### src/rtl/lpc_reg_bank_pkg.sv
// Shared register offsets, POST_STAT layout and default version for the LPC register bank.
package lpc_reg_bank_pkg;

  localparam logic [7:0] CPLD_VERSION_DEF = 8'h16;

  localparam logic [7:0] REG_VERSION   = 8'h00;
  localparam logic [7:0] REG_SCRATCH   = 8'h01;
  localparam logic [7:0] REG_CTRL      = 8'h02;
  localparam logic [7:0] REG_STATUS    = 8'h03;
  localparam logic [7:0] REG_POST_DATA = 8'h04;
  localparam logic [7:0] REG_POST_STAT = 8'h05;
  localparam logic [7:0] REG_POST_LAST = 8'h06;
  localparam logic [7:0] REG_IRQ_MASK  = 8'h07;

  localparam logic [7:0] RD_UNMAPPED = 8'hFF;

  localparam int POST_STAT_EMPTY_BIT = 7;
  localparam int POST_STAT_OVF_BIT   = 6;

  function automatic logic [7:0] post_stat_pack(input logic empty, input logic ovf,
                                                input logic [4:0] count);
    logic [7:0] s;
    s = '0;
    s[POST_STAT_EMPTY_BIT] = empty;
    s[POST_STAT_OVF_BIT]   = ovf;
    s[4:0]                 = count;
    return s;
  endfunction

endpackage

### src/rtl/lpc_reg_bank_post_fifo.sv
// POST-code FIFO: register-array storage, head entry presented combinationally.
module lpc_reg_bank_post_fifo #(
  parameter int DEPTH = 8,
  parameter int DW    = 8
) (
  input  logic          clk_i,
  input  logic          rst_ni,
  input  logic          push_i,
  input  logic          pop_i,
  input  logic [DW-1:0] din_i,
  output logic [DW-1:0] dout_o,
  output logic [4:0]    count_o,
  output logic          full_o,
  output logic          empty_o
);

  localparam int PW = $clog2(DEPTH);

  logic [DW-1:0] mem_q [DEPTH];
  logic [PW-1:0] wr_ptr_q, wr_ptr_d;
  logic [PW-1:0] rd_ptr_q, rd_ptr_d;
  logic [4:0]    count_q, count_d;
  logic          do_push, do_pop;

  assign full_o  = (count_q == 5'(DEPTH));
  assign empty_o = (count_q == 5'd0);
  assign do_push = push_i & ~full_o;
  assign do_pop  = pop_i & ~empty_o;

  // Power-of-two depth lets the pointers wrap by plain overflow.
  always_comb begin
    wr_ptr_d = wr_ptr_q;
    rd_ptr_d = rd_ptr_q;
    count_d  = count_q;
    if (do_push) begin
      wr_ptr_d = wr_ptr_q + 1'b1;
      count_d  = count_q + 5'd1;
    end else if (do_pop) begin
      rd_ptr_d = rd_ptr_q + 1'b1;
      count_d  = count_q - 5'd1;
    end
  end

  always_ff @(posedge clk_i or negedge rst_ni) begin
    if (!rst_ni) begin
      wr_ptr_q <= '0;
      rd_ptr_q <= '0;
      count_q  <= '0;
    end else begin
      wr_ptr_q <= wr_ptr_d;
      rd_ptr_q <= rd_ptr_d;
      count_q  <= count_d;
    end
  end

  always_ff @(posedge clk_i) begin
    if (do_push) mem_q[wr_ptr_q] <= din_i;
  end

  assign dout_o  = mem_q[rd_ptr_q];
  assign count_o = count_q;

endmodule

### src/rtl/lpc_reg_bank.sv
// CPLD register file behind the LPC slave: decode, sticky events with IRQ, POST-code capture.
module lpc_reg_bank
  import lpc_reg_bank_pkg::*;
#(
  parameter logic [7:0] CPLD_VERSION = CPLD_VERSION_DEF,
  parameter int         FIFO_DEPTH   = 8,
  parameter int         NUM_EVT      = 8
) (
  input  logic               i_LPCClk,
  input  logic               i_rst_n,
  input  logic [7:0]         i_lpc_addr,
  input  logic [7:0]         i_lpc_wdata,
  input  logic               i_lpc_write,
  input  logic               i_lpc_read,
  input  logic               i_lpc_en,
  output logic [7:0]         o_lpc_rdata,
  input  logic [NUM_EVT-1:0] i_evt,
  output logic [7:0]         o_ctrl,
  output logic               o_irq,
  output logic [7:0]         o_post_code
);

  logic               wr, rd, push, pop;
  logic [7:0]         scratch_q, scratch_d, ctrl_q, ctrl_d, last_q, last_d;
  logic [NUM_EVT-1:0] status_q, status_d, mask_q, mask_d, status_clr;
  logic               ovf_q, ovf_d, irq_q, irq_d;
  logic [7:0]         fifo_dout;
  logic [4:0]         fifo_count;
  logic               fifo_full, fifo_empty;
  logic [7:0]         status_rd, mask_rd;

  // A simultaneous write and read is treated as a write only.
  assign wr   = i_lpc_write & i_lpc_en;
  assign rd   = i_lpc_read & i_lpc_en & ~wr;
  assign push = wr && (i_lpc_addr == REG_POST_DATA);
  assign pop  = rd && (i_lpc_addr == REG_POST_DATA);

  lpc_reg_bank_post_fifo #(.DEPTH(FIFO_DEPTH), .DW(8)) u_post_fifo (
    .clk_i   (i_LPCClk),
    .rst_ni  (i_rst_n),
    .push_i  (push),
    .pop_i   (pop),
    .din_i   (i_lpc_wdata),
    .dout_o  (fifo_dout),
    .count_o (fifo_count),
    .full_o  (fifo_full),
    .empty_o (fifo_empty)
  );

  always_comb begin
    scratch_d  = scratch_q;
    ctrl_d     = ctrl_q;
    mask_d     = mask_q;
    last_d     = last_q;
    ovf_d      = ovf_q;
    status_clr = '0;
    if (wr) begin
      case (i_lpc_addr)
        REG_SCRATCH:   scratch_d = i_lpc_wdata;
        REG_CTRL:      ctrl_d = i_lpc_wdata;
        REG_STATUS:    status_clr = i_lpc_wdata[NUM_EVT-1:0];
        REG_POST_DATA: begin
          last_d = i_lpc_wdata;
          if (fifo_full) ovf_d = 1'b1;
        end
        REG_POST_STAT: if (i_lpc_wdata[POST_STAT_OVF_BIT]) ovf_d = 1'b0;
        REG_IRQ_MASK:  mask_d = i_lpc_wdata[NUM_EVT-1:0];
        default:       ;
      endcase
    end
    // Event set is applied after the clear so a same-cycle event survives W1C.
    status_d = (status_q & ~status_clr) | i_evt;
    irq_d    = |(status_q & mask_q);
  end

  always_ff @(posedge i_LPCClk or negedge i_rst_n) begin
    if (!i_rst_n) begin
      scratch_q <= '0;
      ctrl_q    <= '0;
      status_q  <= '0;
      mask_q    <= '0;
      last_q    <= '0;
      ovf_q     <= 1'b0;
      irq_q     <= 1'b0;
    end else begin
      scratch_q <= scratch_d;
      ctrl_q    <= ctrl_d;
      status_q  <= status_d;
      mask_q    <= mask_d;
      last_q    <= last_d;
      ovf_q     <= ovf_d;
      irq_q     <= irq_d;
    end
  end

  always_comb begin
    status_rd = '0;
    mask_rd   = '0;
    status_rd[NUM_EVT-1:0] = status_q;
    mask_rd[NUM_EVT-1:0]   = mask_q;
    case (i_lpc_addr)
      REG_VERSION:   o_lpc_rdata = CPLD_VERSION;
      REG_SCRATCH:   o_lpc_rdata = scratch_q;
      REG_CTRL:      o_lpc_rdata = ctrl_q;
      REG_STATUS:    o_lpc_rdata = status_rd;
      REG_POST_DATA: o_lpc_rdata = fifo_empty ? 8'h00 : fifo_dout;
      REG_POST_STAT: o_lpc_rdata = post_stat_pack(fifo_empty, ovf_q, fifo_count);
      REG_POST_LAST: o_lpc_rdata = last_q;
      REG_IRQ_MASK:  o_lpc_rdata = mask_rd;
      default:       o_lpc_rdata = RD_UNMAPPED;
    endcase
  end

  assign o_ctrl      = ctrl_q;
  assign o_irq       = irq_q;
  assign o_post_code = last_q;

endmodule

### config.mk
export PLATFORM = sky130hd
export DESIGN_NAME = lpc_reg_bank
export DESIGN_NICKNAME = d
export VERILOG_FILES = /design/src/rtl/lpc_reg_bank_pkg.sv /design/src/rtl/lpc_reg_bank_post_fifo.sv /design/src/rtl/lpc_reg_bank.sv
export SDC_FILE = /design/constraint.sdc
export NUM_CORES = 1
export LEC_CHECK = 0
export ABC_AREA = 1
export CAP_MARGIN = 20
export CORE_UTILIZATION = 50
export CTS_CLUSTER_DIAMETER = 40
export DETAILED_ROUTE_END_ITERATION = 8
export PLACE_DENSITY = 0.73
export SYNTH_ARGS = -nofsm -noshare
export SYNTH_HDL_FRONTEND = slang
export SYNTH_HIERARCHICAL = 1
export SYNTH_SLANG_ARGS = --single-unit
export TNS_END_PERCENT = 30
### constraint.sdc
create_clock -name i_LPCClk -period 1.8 [get_ports i_LPCClk]
set_clock_uncertainty 0.15 [all_clocks]
set_input_delay 0.18 -clock i_LPCClk [delete_from_list [all_inputs] [get_ports i_LPCClk]]
set_output_delay 0.18 -clock i_LPCClk [all_outputs]
set_load 0.005 [all_outputs]
==> results.json <==
{
  "ys_dominant_reg_cell": "edfxtp_1",
  "rsz0062_at_grt": "true",
  "ios": 54,
  "drv_slew": 0,
  "place_congestion": 0.947,
  "synth_area_mm2": 0.00584,
  "cpMostUsedCell": "nand2_1",
  "drc": 0,
  "cts_sinks": 117,
  "cp_data_required_time_ns": 1.47,
  "track_usage_pct": 30.2,
  "crit_path_max_incr_delay_ns": 0.50,
  "die_width_um": 110,
  "cts_made_buffers": 17,
  "dp_cells": 860,
  "pwr-share-comb_pct": 9.7,
  "synth_edf_count": 64,
  "place_ws_ns": -0.649,
  "synth_area_leader_cell": "edfxtp_1",
  "cts-root-buf": "clkbuf_16",
  "fmax_mhz": 383,
  "die_h_um": 110,
  "postSynth.asyncResetShare_pct": 45.3,
  "synth-seq-cells": 117,
  "antenna_found_initial": 0,
  "core_mm2": 0.0114,
  "cell_internal_pwr_mw": 5.10,
  "status": "finished, violations left",
  "rows": 39,
  "tightest_slew_ns": 0.479,
  "cap_violations": 0,
  "synth.top_cell.area_share_pct": 32.9,
  "worstPathCellList": "buf_6, buf_4, buf_4, o21ai_1, o21ai_1, nand2_1, nand2_1, nand2_1, nand3b_1, nand2_1, nor2_1, nand3_1, buf_2",
  "wl_per_cell_um": 18.6,
  "fin_ws_ns": -0.810,
  "grt_max_degree": 35,
  "worst_hold_slack_ns": 0.109,
  "relSlewSlack_pct": 68.0,
  "vias_per_cell": 5.46,
  "period_share_pct": 145,
  "ant_nets": 0,
  "first_global_vias": 4847,
  "seq_power_share_pct": 43.4,
  "via_count": 5024,
  "power.switching_mw": 1.58,
  "violations": "setup timing",
  "drive_above_1_share_pct": 29.3,
  "yosysWarningCount": 6,
  "synth_common_cells": "nand2_1, nor2_1, edfxtp_1",
  "dr.pass1.iters": 6,
  "htree_levels": 4,
  "fin_crit_ns": 2.61,
  "cts_buffer_depth": 2,
  "synth_fp_nets": 657,
  "initial_core_util_pct": 51.2,
  "crit_fanout": 6,
  "finalNonFillerCells": 920,
  "area_growth_pct": 36.4,
  "p_clk_share_pct": 46.9,
  "die-area_mm2": 0.0121,
  "hold_class": "input pin to asynchronous set/reset pin",
  "syn_area_per_cell_um2": 9.39,
  "finalPower_mw": 6.69,
  "switching_share_pct": 23.7,
  "postSynthCellCount": 622,
  "yosysUniqueCellTypes": 40,
  "worstSetupPathType": "register to output pin",
  "drtIter0Drc": 509,
  "crit_path_top_delay_cell": "dfrtp_2",
  "fillers": 890,
  "critPathArrivalTime_ns": 2.28,
  "ir_drop_mv": 0.855,
  "grt_pass1_wl_um": 26000,
  "startpoint_type": "register",
  "synth_most_common_cell": "nand2_1",
  "port_buffers": 53,
  "r2r_setup_slack_ns": -0.25,
  "clk_latency_ns": 0.41,
  "grt-ovfl-total": 0,
  "fin_tns_setup_ns": -9.98,
  "synthTopCellsByArea": "edfxtp_1, dfrtp_1, nand2_1, nor2_1, nand3_1",
  "diodes": 0,
  "end_kind": "output pin",
  "path_clk_slew_ns": 0.06,
  "setup_viol": 43,
  "drt-total-wl_um": 17100,
  "p_leak_nw": 3.47,
  "cellPowerDensity_mw_per_mm2": 839,
  "cts_tree": "built",
  "hpwl_um": 11900,
  "synth-seq-area-share_pct": 55.6,
  "hold_violations": 0,
  "finalNetCount": 799
}
-- cell families after synthesis --
| family | count (synthesis) | share of synthesized area [%] |
|---|---|---|
| AOI/OAI and AO/OA | 101 | 9.62 |
| DFF | 117 | 55.6 |
| xor gates and xnor gates | 5 | 0.879 |
| buffers and inverters | 73 | 6.23 |
| and+or+nand+nor | 320 | 26.2 |
| adders and majority gates | 6 | 1.41 |
-- repair_timing --
item	CTS	global route
setup endpoints to repair	76	76
hold endpoints to repair	53	0
gates cloned	3	0
setup buffers	22	3
pin swaps	47	41
hold buffers	1	0
resized for setup	88	32
-- worst max-delay path: cells and delay by family, from the launching register on --
kind | cells | cell delay [ns]
buffers and inverters | 4 | 0.56
AND/OR/NAND/NOR | 7 | 0.56
flip-flops | 1 | 0.50
AO/OA/AOI/OAI | 2 | 0.24
-- through the flow --
| stage | utilization (%) | cell area (µm²) |
|---|---|---|
| after floorplan | - | 5930 |
| after global placement | 61.1 | 6970 |
| after detailed placement | 61.1 | 6970 |
| after CTS | 68.7 | 7850 |
| after global routing | 69.8 | 7970 |
| final | 69.8 | 7970 |
-- routing by layer --
layer / global-route usage [%] / vias to the layer above / share of wire (%)
met4: 12.1 / 0 / 1.9
li1: - / 2370 / -
met3: 6.29 / 29 / 7.6
met5: 0 / - / 0
met2: 47.1 / 211 / 49
met1: 41.2 / 2414 / 41
-- final cells by class --
type                    instances  area [µm²]  area share (%)
clock buffers                  21         492            6.17
clock inverters                11        72.6           0.911
inverters                      50         196            2.47
multi-input cells             432        2470            31.0
flip-flops and latches        117        3250            40.8
well taps                     143         179            2.25
repair buffers                145        1310            16.4
repair inverters                1        7.51          0.0942
-- power groups by stage --
stage          Combinational [mW]  Sequential (mW)  Clock, mW
5_1_grt                     0.696             2.90       3.29
4_1_cts                     0.611             2.90       3.16
2_1_floorplan               0.241             2.95          0
3_3_place_gp                0.543             2.95          0
6_report                    0.646             2.90       3.14
3_5_place_dp                0.558             2.95          0
-- worst paths after layout --
kind                                    startpoint                     end  depth (start not counted)
min                                        i_rst_n             status_q[4]                          2
max reg2reg                 u_post_fifo/count_o[3]  u_post_fifo/count_o[4]                         15
min in group i_LPCClk                     i_evt[5]             status_q[5]                          2
max                        u_post_fifo/rd_ptr_q[0]          o_lpc_rdata[3]                         13
max in group asynchronous                  i_rst_n          o_post_code[2]                          3
min reg2reg                           scratch_q[4]            scratch_q[4]                          2
-- flip-flops by register name (all words and copies together), names as in the netlist --
| register | flops |
|---|---|
| scratch_q | 8 |
| status_q | 8 |
| mask_q | 8 |
| u_post_fifo/mem_q | 64 |
| u_post_fifo/rd_ptr_q | 3 |
| o_post_code | 8 |
| u_post_fifo/wr_ptr_q | 3 |
| o_irq | 1 |
| u_post_fifo/count_o | 5 |
| o_ctrl | 8 |
| ovf_q | 1 |
-- placed cells by master (no fill, tap or decap), drive strengths merged --
cell / Yosys / layout
a21o: 4 / 4
a21oi: 3 / 3
a22o: 1 / 1
buf: 21 / 100
clkbuf: 2 / 21
clkdlybuf4s50: 0 / 36
clkinv: 2 / 9
clkinvlp: 0 / 3
dfrtp: 53 / 53
dlygate4sd2: 0 / 8
dlygate4sd3: 0 / 1
edfxtp: 64 / 64
fa: 1 / 1
ha: 5 / 5
inv: 48 / 50
nand2: 141 / 141
nand3: 65 / 65
nand3b: 5 / 5
nand4: 5 / 5
nor2: 99 / 99
nor3: 3 / 3
o21ai: 87 / 87
o21bai: 4 / 4
o22ai: 2 / 2
or2: 2 / 2
xnor2: 1 / 1
xor2: 4 / 4
(Power assumes the default switching activity.)
